$ cat src/rtl/ps_slot_scheduler_if.sv
`default_nettype none
// ============================================================================
// Module   : ps_slot_scheduler_if
// Purpose  : Requester/serializer bundle shared by the slot scheduler.
// Revision : 1.0 - initial release
// ============================================================================
interface ps_slot_scheduler_if #(
    parameter int NUM_REQ = 4
);
    localparam int c_grant_w = $clog2(NUM_REQ);

    logic [NUM_REQ-1:0]   req_valid;
    logic [NUM_REQ*8-1:0] req_data;
    logic [NUM_REQ-1:0]   req_ack;
    logic [7:0]           data_in_PS;
    logic                 valid_in_PS;
    logic [c_grant_w-1:0] grant_id;
    logic                 slot_start;
    logic                 trained;

    // Requester side drives the byte offers and observes the slot outputs.
    modport master (
        output req_valid, req_data,
        input  req_ack, data_in_PS, valid_in_PS, grant_id, slot_start, trained
    );

    modport slave (
        input  req_valid, req_data,
        output req_ack, data_in_PS, valid_in_PS, grant_id, slot_start, trained
    );
endinterface
`default_nettype wire

$ cat src/rtl/ps_slot_scheduler.sv
`default_nettype none
// ============================================================================
// Module   : ps_slot_scheduler
// Purpose  : Round-robin slot scheduler feeding one parallel-to-serial unit.
// Revision : 1.0 - initial release
// ============================================================================
module ps_slot_scheduler #(
    parameter int         NUM_REQ      = 4,
    parameter int         BITS_PER_SYM = 8,
    parameter int         TRAIN_SYMS   = 4,
    parameter logic [7:0] COM_SYM      = 8'hBC
) (
    input  wire logic          clk_PS,
    input  wire logic          reset,
    ps_slot_scheduler_if.slave bus
);

    localparam int c_grant_w = $clog2(NUM_REQ);
    localparam int c_cnt_w   = (BITS_PER_SYM > 1) ? $clog2(BITS_PER_SYM) : 1;
    localparam int c_train_w = $clog2(TRAIN_SYMS + 1);

    localparam logic [c_cnt_w-1:0]   c_last_bit   = c_cnt_w'(BITS_PER_SYM - 1);
    localparam logic [c_train_w-1:0] c_last_train = c_train_w'(TRAIN_SYMS - 1);
    localparam logic [c_grant_w-1:0] c_last_req   = c_grant_w'(NUM_REQ - 1);
    localparam logic [NUM_REQ-1:0]   c_ack_base   = NUM_REQ'(1);

    typedef enum logic [0:0] {
        ST_TRAIN = 1'b0,
        ST_RUN   = 1'b1
    } state_t;

    state_t               r_state;
    state_t               w_state_nxt;
    logic [c_cnt_w-1:0]   r_bit_cnt;
    logic [c_train_w-1:0] r_train_cnt;
    logic [c_train_w-1:0] w_train_nxt;
    logic [c_grant_w-1:0] r_last_grant;
    logic [c_grant_w-1:0] w_last_nxt;
    logic [7:0]           r_data;
    logic [7:0]           w_data_nxt;
    logic                 r_valid;
    logic                 w_valid_nxt;
    logic [c_grant_w-1:0] r_grant;
    logic [c_grant_w-1:0] w_grant_nxt;
    logic [NUM_REQ-1:0]   r_ack;
    logic [NUM_REQ-1:0]   w_ack_nxt;
    logic                 r_slot_start;
    logic                 w_slot_start_nxt;
    logic                 r_trained;
    logic                 w_trained_nxt;

    logic                 w_boundary;
    logic                 w_arb;
    logic                 w_win_found;
    logic [c_grant_w-1:0] w_win_idx;
    logic [7:0]           w_win_byte;

    assign w_boundary = (r_bit_cnt == c_last_bit);

    // Rotating-priority search starting just after the previous winner.
    always_comb begin
        logic [c_grant_w-1:0] cand;
        cand        = '0;
        w_win_found = 1'b0;
        w_win_idx   = '0;
        w_win_byte  = COM_SYM;
        for (int off = 1; off <= NUM_REQ; off++) begin
            cand = r_last_grant + c_grant_w'(off);
            if (!w_win_found && bus.req_valid[cand]) begin
                w_win_found = 1'b1;
                w_win_idx   = cand;
            end
        end
        for (int i = 0; i < NUM_REQ; i++) begin
            if (w_win_idx == c_grant_w'(i)) begin
                w_win_byte = bus.req_data[8*i +: 8];
            end
        end
    end

    always_comb begin
        w_state_nxt      = r_state;
        w_train_nxt      = r_train_cnt;
        w_last_nxt       = r_last_grant;
        w_data_nxt       = r_data;
        w_valid_nxt      = r_valid;
        w_grant_nxt      = r_grant;
        w_ack_nxt        = '0;
        w_slot_start_nxt = 1'b0;
        w_trained_nxt    = r_trained;
        w_arb            = 1'b0;

        if (w_boundary) begin
            w_slot_start_nxt = 1'b1;
            unique case (r_state)
                ST_TRAIN: begin
                    w_data_nxt  = COM_SYM;
                    w_valid_nxt = 1'b0;
                    // The last training boundary also opens the first data slot.
                    if (r_train_cnt == c_last_train) begin
                        w_state_nxt   = ST_RUN;
                        w_trained_nxt = 1'b1;
                        w_arb         = 1'b1;
                    end else begin
                        w_train_nxt = r_train_cnt + c_train_w'(1);
                    end
                end
                ST_RUN: begin
                    w_arb = 1'b1;
                end
                default: begin
                    w_state_nxt = ST_TRAIN;
                end
            endcase
        end

        if (w_arb) begin
            if (w_win_found) begin
                w_data_nxt  = w_win_byte;
                w_valid_nxt = 1'b1;
                w_grant_nxt = w_win_idx;
                w_last_nxt  = w_win_idx;
                w_ack_nxt   = c_ack_base << w_win_idx;
            end else begin
                w_data_nxt  = COM_SYM;
                w_valid_nxt = 1'b0;
            end
        end
    end

    always_ff @(posedge clk_PS or posedge reset) begin
        if (reset) begin
            r_state      <= ST_TRAIN;
            r_bit_cnt    <= '0;
            r_train_cnt  <= '0;
            r_last_grant <= c_last_req;
            r_data       <= COM_SYM;
            r_valid      <= 1'b0;
            r_grant      <= '0;
            r_ack        <= '0;
            r_slot_start <= 1'b0;
            r_trained    <= 1'b0;
        end else begin
            r_state      <= w_state_nxt;
            r_bit_cnt    <= w_boundary ? '0 : r_bit_cnt + c_cnt_w'(1);
            r_train_cnt  <= w_train_nxt;
            r_last_grant <= w_last_nxt;
            r_data       <= w_data_nxt;
            r_valid      <= w_valid_nxt;
            r_grant      <= w_grant_nxt;
            r_ack        <= w_ack_nxt;
            r_slot_start <= w_slot_start_nxt;
            r_trained    <= w_trained_nxt;
        end
    end

    assign bus.req_ack     = r_ack;
    assign bus.data_in_PS  = r_data;
    assign bus.valid_in_PS = r_valid;
    assign bus.grant_id    = r_grant;
    assign bus.slot_start  = r_slot_start;
    assign bus.trained     = r_trained;

endmodule
`default_nettype wire

$ cat src/flat_wrapper.sv
// flat-port wrapper written by rule: the top's interface ports become plain ports
module ps_slot_scheduler_flat 
#(
    parameter int         NUM_REQ      = 4,
    parameter int         BITS_PER_SYM = 8,
    parameter int         TRAIN_SYMS   = 4,
    parameter logic [7:0] COM_SYM      = 8'hBC
)
  (clk_PS, reset, bus_req_valid, bus_req_data, bus_req_ack, bus_data_in_PS, bus_valid_in_PS, bus_grant_id, bus_slot_start, bus_trained);
  ps_slot_scheduler_if #(.NUM_REQ(NUM_REQ)) bus_i ();
  input  wire logic clk_PS;
  input  wire logic reset;
  input wire logic [$bits(bus_i.req_valid)-1:0] bus_req_valid;
  input wire logic [$bits(bus_i.req_data)-1:0] bus_req_data;
  output wire logic [$bits(bus_i.req_ack)-1:0] bus_req_ack;
  output wire logic [$bits(bus_i.data_in_PS)-1:0] bus_data_in_PS;
  output wire logic [$bits(bus_i.valid_in_PS)-1:0] bus_valid_in_PS;
  output wire logic [$bits(bus_i.grant_id)-1:0] bus_grant_id;
  output wire logic [$bits(bus_i.slot_start)-1:0] bus_slot_start;
  output wire logic [$bits(bus_i.trained)-1:0] bus_trained;
  assign bus_i.req_valid = bus_req_valid;
  assign bus_i.req_data = bus_req_data;
  assign bus_req_ack = bus_i.req_ack;
  assign bus_data_in_PS = bus_i.data_in_PS;
  assign bus_valid_in_PS = bus_i.valid_in_PS;
  assign bus_grant_id = bus_i.grant_id;
  assign bus_slot_start = bus_i.slot_start;
  assign bus_trained = bus_i.trained;
  ps_slot_scheduler #(.NUM_REQ(NUM_REQ), .BITS_PER_SYM(BITS_PER_SYM), .TRAIN_SYMS(TRAIN_SYMS), .COM_SYM(COM_SYM)) u_core (.clk_PS(clk_PS), .reset(reset), .bus(bus_i));
endmodule
$ cat config.mk
export PLATFORM = sky130hd
export DESIGN_NAME = ps_slot_scheduler_flat
export DESIGN_NICKNAME = d
export VERILOG_FILES = /design/src/rtl/ps_slot_scheduler_if.sv /design/src/rtl/ps_slot_scheduler.sv /design/src/flat_wrapper.sv
export SDC_FILE = /design/constraint.sdc
export NUM_CORES = 1
export LEC_CHECK = 0
export ABC_AREA = 0
export CAP_MARGIN = 20
export CORE_MARGIN = 2
export CORE_UTILIZATION = 30
export DETAILED_ROUTE_END_ITERATION = 6
export PLACE_DENSITY_LB_ADDON = 0.05
export SETUP_SLACK_MARGIN = 0.3
export SLEW_MARGIN = 20
export SYNTH_ARGS = -nofsm -noshare
export SYNTH_HDL_FRONTEND = slang
export SYNTH_SLANG_ARGS = --single-unit
$ cat constraint.sdc
create_clock -name clk_PS -period 5.1 [get_ports clk_PS]
set_input_delay 1.02 -clock clk_PS [delete_from_list [all_inputs] [get_ports clk_PS]]
set_output_delay 1.02 -clock clk_PS [all_outputs]
set_load 0.005 [all_outputs]
==> results.py <==
metrics = {
    "worst_setup_path": {
        "required_ns": 5.30,
        "worstSetupStartpointType": "input port",
        "end_kind": "register",
        "worstSetupPathType": "in -> reg",
        "crit_fanout": 11,
        "worstPathArrival_ns": 3.01,
    },
    "routing": {
        "antenna_left": 0,
        "met1_length_um": 1510,
        "via_count": 1141,
        "dr.first_iter.drc_count": 64,
        "via_per_inst": 4.92,
        "wl_per_cell_um": 15.3,
        "wl_met3_um": 168,
        "dr.max_layer_used": "met4",
        "remaining_drc_errors": 0,
        "wirelength_um": 3560,
        "met2_wirelength_um": 1860,
        "drt-pass1-iter-count": 4,
    },
    "synth": {
        "ys_seq_elements": 26,
        "syn_avg_cell_area_um2": 11.4,
        "synth_edf_count": 0,
        "yosys.area.top_type": "dfrtp_1",
        "yosys_most_used_dff": "dfrtp_1",
        "synth_cell_type_count": 40,
        "syn_area_um2": 1400,
        "synth.area.top_cells": "dfrtp_1 (34%), dfstp_2 (13%), mux2_2 (4.8%)",
        "syn_inst": 123,
        "yosysTopAreaCellShare_pct": 34.1,
        "yosys_warnings": 0,
        "synthArstFlopShare_pct": 100,
        "synth_nets": 166,
        "synth-seq-area-share_pct": 47.2,
    },
    "timing": {
        "final.setup.worst_slack_ns": 2.29,
        "maxSlewHeadroom_pct": 44.7,
        "setup_viol": 0,
        "finalCritPeriodShare_pct": 55.1,
        "finalSetupTns_ns": 0,
        "rsz0062_at_grt": "no",
        "drv_slew": 0,
        "fin_crit_ns": 2.81,
        "max_freq_mhz": 356,
        "hold_viol": 0,
        "tightestPinTransition_ns": 0.822,
        "fin_worst_skew_ns": 0.00570,
        "fin_hold_ws_ns": 0.437,
    },
    "grt": {
        "gr-total-overflow": 0,
        "grt_pass1_wl_um": 5580,
        "grt_max_degree": 27,
        "grt_usage_pct": 13.7,
        "grt_pass1_vias": 1145,
        "antenna_found_initial": 0,
    },
    "cts": {
        "cts_buffer_depth": 2,
        "cts_tree": "built",
        "clkLatencyLatePin_ns": 0.27,
        "postCtsHoldBufs": 0,
        "clock_sinks": 26,
        "numCtsBuffers": 3,
        "cts_setup_buffers": 0,
        "post_cts_resized": 0,
        "h-tree-depth": 1,
        "clk_pin_slew_ns": 0.09,
        "root_buffer": "clkbuf_8",
    },
    "floorplan": {
        "fp-row-count": 24,
        "die_h_um": 72.2,
        "die_width_um": 72.2,
        "dieArea_um2": 5220,
        "ios": 55,
        "initial_core_util_pct": 31.6,
        "core_um2": 4410,
    },
    "placement": {
        "place_hpwl_um": 2710,
        "placed_area_um2": 1980,
        "post-place-cells": 227,
        "routabilityCongestion": 0.766,
        "dp_slack_ns": 2.01,
        "port-buffer-count": 54,
    },
    "pwr": {
        "p_total_uw": 523,
        "p_leak_nw": 0.837,
        "power_density_nw_per_um2": 254,
        "vdd_ir_drop_max_mv": 0.148,
    },
    "final_layout": {
        "stdcell_area_um2": 2060,
        "fin_cells": 232,
        "layout-drive-gt1-share_pct": 20.0,
        "insertedDiodeCount": 0,
        "area_growth_pct": 47.2,
        "final_util_pct": 46.6,
        "fill_cells": 418,
        "final_nets": 224,
    },
    "run_status": {
        "outcome": "finished clean",
    },
    "worst_hold_path": {
        "hold_path.class": "reg -> reg",
    },
    "flow_run": {
        "timing.max_cap.violations": 0,
    },
}
==> worst max-delay path, stage by stage <==
cell             delay (ns)
clkdlybuf4s50_1        0.51
or2_0                  0.25
a311o_1                0.39
nor2_2                 0.46
o221ai_1               0.22
o221a_1                0.15
==> cells by family (layout without fill, tap and decap cells) <==
kind of cell	count (synthesis)	count (layout)	synth area share (%)
and+or+nand+nor	42	42	16.0
AOI/OAI and AO/OA	26	26	18.8
DFF	26	26	47.2
buffers and inverters	12	69	4.21
muxes	11	11	8.60
adders and majority gates	5	5	4.48
xor gates and xnor gates	1	1	0.627
==> cell usage in the layout (no fill, tap or decap), drive strengths merged, types with 2 or more instances in the layout <==
| master | netlist | layout |
|---|---|---|
| nor2 | 7 | 7 |
| ha | 5 | 5 |
| mux2 | 8 | 8 |
| o21ai | 2 | 2 |
| nor3 | 2 | 2 |
| nand2b | 4 | 4 |
| inv | 10 | 9 |
| nand2 | 14 | 14 |
| nor2b | 2 | 2 |
| o221a | 5 | 5 |
| dfrtp | 19 | 19 |
| mux2i | 3 | 3 |
| clkbuf | 0 | 4 |
| dfstp | 7 | 7 |
| nand3 | 8 | 8 |
| a21o | 4 | 4 |
| clkdlybuf4s50 | 0 | 54 |
| o221ai | 5 | 5 |
| o2111ai | 4 | 4 |
==> state kept, by name, indices dropped and copies added (netlist names) <==
| signal | flops |
|---|---|
| u_core.bus.req_ack | 4 |
| u_core.r_train_cnt | 3 |
| u_core.bus.grant_id | 2 |
| u_core.r_bit_cnt | 3 |
| u_core.bus.data_in_PS | 8 |
| u_core.r_last_grant | 2 |
| u_core.r_state | 1 |
| u_core.bus.valid_in_PS | 1 |
| u_core.bus.slot_start | 1 |
| u_core.bus.trained | 1 |
==> Yosys cell counts, types with 2 or more instances <==
cell	n
nand3_2	2
a21o_1	4
ha_1	5
dfrtp_1	19
mux2i_1	3
nor3_1	2
o221ai_2	4
dfstp_2	7
o2111ai_1	3
nand2_1	13
nor2_1	6
nand2b_1	4
nor2b_1	2
o221a_2	4
inv_1	9
nand3_1	6
mux2_1	2
mux2_2	6
==> layer usage <==
metal  up-vias  GRT usage [%]
li1        563              -
met2        23           24.2
met3         2           2.64
met4         0           2.52
met5         -              0
met1       553           17.7
==> final timing paths <==
check / from / endpoint / slack [ns] / depth (start not counted)
max in group asynchronous: reset / u_core.r_last_grant[0]$_DFFE_PP1P_ / 3.61 / 3
min in group asynchronous: reset / u_core.bus.grant_id[1]$_DFFE_PP0P_ / 1.02 / 2
min reg2reg: u_core.r_bit_cnt[0]$_DFF_PP0_ / u_core.r_bit_cnt[0]$_DFF_PP0_ / 0.44 / 1
min: u_core.r_bit_cnt[0]$_DFF_PP0_ / u_core.r_bit_cnt[0]$_DFF_PP0_ / 0.44 / 1
max: bus_req_valid[1] / u_core.bus.data_in_PS[5]$_DFFE_PP1P_ / 2.29 / 6
max reg2reg: u_core.r_bit_cnt[0]$_DFF_PP0_ / u_core.bus.data_in_PS[7]$_DFFE_PP1P_ / 3.07 / 5
==> report_power, final <==
| part | total [mW] | switching, mW | leakage [nW] | internal (mW) |
|---|---|---|---|---|
| clock network | 0.120 | 0.0640 | 0.0228 | 0.0559 |
| registers | 0.249 | 0.0130 | 0.300 | 0.236 |
| logic | 0.154 | 0.0602 | 0.514 | 0.0941 |
==> cell type report <==
cell class	count	area (um2)	area share, %
Clock buffer	4	45.0	2.19
Inverter	10	40.0	1.95
Multi-Input combinational cell	85	678	33.0
Sequential cell	26	659	32.1
Tap cell	52	65.1	3.16
Timing Repair Buffer	55	568	27.6
No activity file was read; power rests on OpenSTA's default activity.
==> RTL edit: new RTL, config.mk and constraints unchanged <==
`NUM_REQ` is set to 4 in 3 places; all go to 16.
--- a/src/rtl/ps_slot_scheduler_if.sv
+++ b/src/rtl/ps_slot_scheduler_if.sv
@@ -7,3 +7,3 @@
 interface ps_slot_scheduler_if #(
-    parameter int NUM_REQ = 4
+    parameter int NUM_REQ = 16
 );
--- a/src/rtl/ps_slot_scheduler.sv
+++ b/src/rtl/ps_slot_scheduler.sv
@@ -7,3 +7,3 @@
 module ps_slot_scheduler #(
-    parameter int         NUM_REQ      = 4,
+    parameter int         NUM_REQ      = 16,
     parameter int         BITS_PER_SYM = 8,
--- a/src/flat_wrapper.sv
+++ b/src/flat_wrapper.sv
@@ -3,3 +3,3 @@
 #(
-    parameter int         NUM_REQ      = 4,
+    parameter int         NUM_REQ      = 16,
     parameter int         BITS_PER_SYM = 8,
Interface: changed (resized bus_grant_id, bus_req_ack, bus_req_data and bus_req_valid); port bits go from 55 to 177. No check against the original RTL was run, so the function may have changed too.
==> RTL edit against the original RTL <==
Area after synthesis increased to 3.8 times the old value; critical endpoint is now u_core.bus.data_in_PS[0]; critical path type unchanged; non-clock buffer count increased by 362; sequential cell count increased by 16; via count increased to 6.1 times the old value; setup slack got worse by 2.3 ns; register-to-register slack got worse by 3.1 ns; design area increased to 4.8 times the old value; synthesized cell count increased to 5.1 times the old value; routed wire length increased to 7.7 times the old value; utilization increased by 10 points.
Power is not shown: default switching activity piles up to over one toggle a cycle in this logic, so the estimate is an artifact.
==> RTL edit: results (changes against the original RTL) <==
Critical path
The number of cells traversed by the worst register-to-register path came to 19 (was 5). The highest cell delay on the worst timing path is 0.55 ns (was 0.51 ns). The end of the worst register-to-register path is u_core.bus.data_in_PS[0] (was u_core.bus.data_in_PS[7]). The data arrival time of the critical path came to 5.32 ns (was 3.01 ns). The slack of the worst reg-to-reg path is 0.02 ns (was 3.07 ns).

The maximum fanout encountered on the critical timing path was 7 (was 11).

Timing
The relative slew slack was 0.287 (was 0.447). The post-route clock skew is 0.0111 ns (was 0.00570 ns).

Synthesis
Biggest area contributors in the synthesized netlist: sky130_fd_sc_hd__dfrtp_1, sky130_fd_sc_hd__mux4_2, sky130_fd_sc_hd__mux2i_1 (was sky130_fd_sc_hd__dfrtp_1, sky130_fd_sc_hd__dfstp_2, sky130_fd_sc_hd__mux2_2). The post-synthesis share of cell area spent on full adders, half adders and majority gates is 0.0305 (was 0.0448). The synthesized netlist net count is 792 (was 166). The post-synthesis share of cell area spent on xor and xnor gates came to 0.0164 (was 0.00627).

The share of the synthesized area in compound gates (AO/OA/AOI/OAI) is 0.261 (was 0.188). Cell types with the highest counts after synthesis: sky130_fd_sc_hd__nand2_1, sky130_fd_sc_hd__nor2_1, sky130_fd_sc_hd__a21oi_1 (was sky130_fd_sc_hd__dfrtp_1, sky130_fd_sc_hd__nand2_1, sky130_fd_sc_hd__inv_1). The number of standard cells after synthesis was 633 (was 123).

The unique cell type count in the Yosys netlist is 83 (was 40). The portion of netlist area occupied by mux cells is 0.239 (was 0.0860).

Clock tree
The number of buffers created by CTS is 5 (was 3). The CTS root buffer is sky130_fd_sc_hd__clkbuf_16 (was sky130_fd_sc_hd__clkbuf_8). The latest clock arrival within the worst-skew pair is 0.30 ns (was 0.27 ns).

Global route
The total routing usage reported by global routing came to 0.292 (was 0.137). The number of global-route vias before repair is 7381 (was 1145). The global-route wire length before repair is 41300 microns (was 5580 microns).

Finish
The post-route non-filler standard cell count is 1242 (was 232). The proportion of layout cells with a drive suffix above 1 is 0.420 (was 0.200). The filler cell count is 1575 (was 418).

Drt
The violation count after the first detailed-route iteration is 526 (was 64). The via count came to 7003 (was 1141). The first-pass iteration count of the detailed router is 7 (was 4).

Status
Result of the run: complete, no violations (unchanged).

Placement
The number of buffers added on ports was 176 (was 54). The estimated wirelength of the detail-placed design is 22100 microns (was 2710 microns). The placer's final routability congestion estimate is 0.957 (was 0.766).

Floorplan
The area of the placeable core was 17400 sq um (was 4410 sq um).
-- RTL edit: kinds of logic (layout without fill, tap and decap cells) --
family	Yosys count	in the layout
adder cells (fa/ha/maj)	13	13
multiplexers	89	89
AO/OA/AOI/OAI	195	195
buffers and inverters	61	445
XOR/XNOR	10	10
flip-flops	42	42
AND/OR/NAND/NOR	223	223
-- RTL edit: stage by stage --
stage | setup WS, ns | instance area (sq um) | setup TNS, ns | hold slack, ns
floorplan | 0.0291 | 5460 | 0 | 0.403
global placement | -0.814 | 8840 | -9.53 | 0.415
detailed placement | -0.799 | 8840 | -10.12 | 0.420
CTS | -0.0441 | 9490 | -0.0441 | 0.434
global route | -0.108 | 9880 | -0.322 | 0.442
finish | 0.000433 | 9880 | 0 | 0.434
-- RTL edit: per-layer routing --
| layer | vias to the layer above | GRT usage | share of wire |
|---|---|---|---|
| met1 | 3394 | 0.348 | 0.40 |
| met3 | 89 | 0.0324 | 0.044 |
| met4 | 0 | 0.124 | 0.056 |
| li1 | 3214 | - | - |
| met2 | 306 | 0.531 | 0.50 |
| met5 | - | 0 | 0 |
-- RTL edit: timing repair --
action	CTS	global route
resized for setup	143	55
pin swaps	43	36
hold endpoints to repair	0	0
cloned	2	1
buffers inserted	19	22
endpoints found under the setup margin	30	25
-- RTL edit: how the worst max path moves through the flow --
stage,to,slack [ns]
final,u_core.bus.data_in_PS[0],0.0004
after global routing,u_core.bus.data_in_PS[0],-0.11
after CTS,u_core.bus.data_in_PS[6],-0.04
after detailed placement,u_core.bus.data_in_PS[3],-0.80
after global placement,u_core.bus.data_in_PS[3],-0.81
after floorplan,u_core.bus.data_in_PS[6],0.03
-- RTL edit: area by class of cell --
class	instances	area, sq um	area share
Multi-Input combinational cell	530	4440	0.449
Tap cell	225	282	0.0285
Sequential cell	42	1070	0.108
Clock inverter	3	23.8	0.00241
Inverter	20	83.8	0.00849
Clock buffer	5	125	0.0127
Timing Repair Buffer	417	3860	0.391
-- RTL edit: critical path: cells and delay by family --
kind	cells	cell delay, ns
mux	4	1.23
compound gates	6	1.38
buf+inv	4	0.50
simple gates	3	1.18
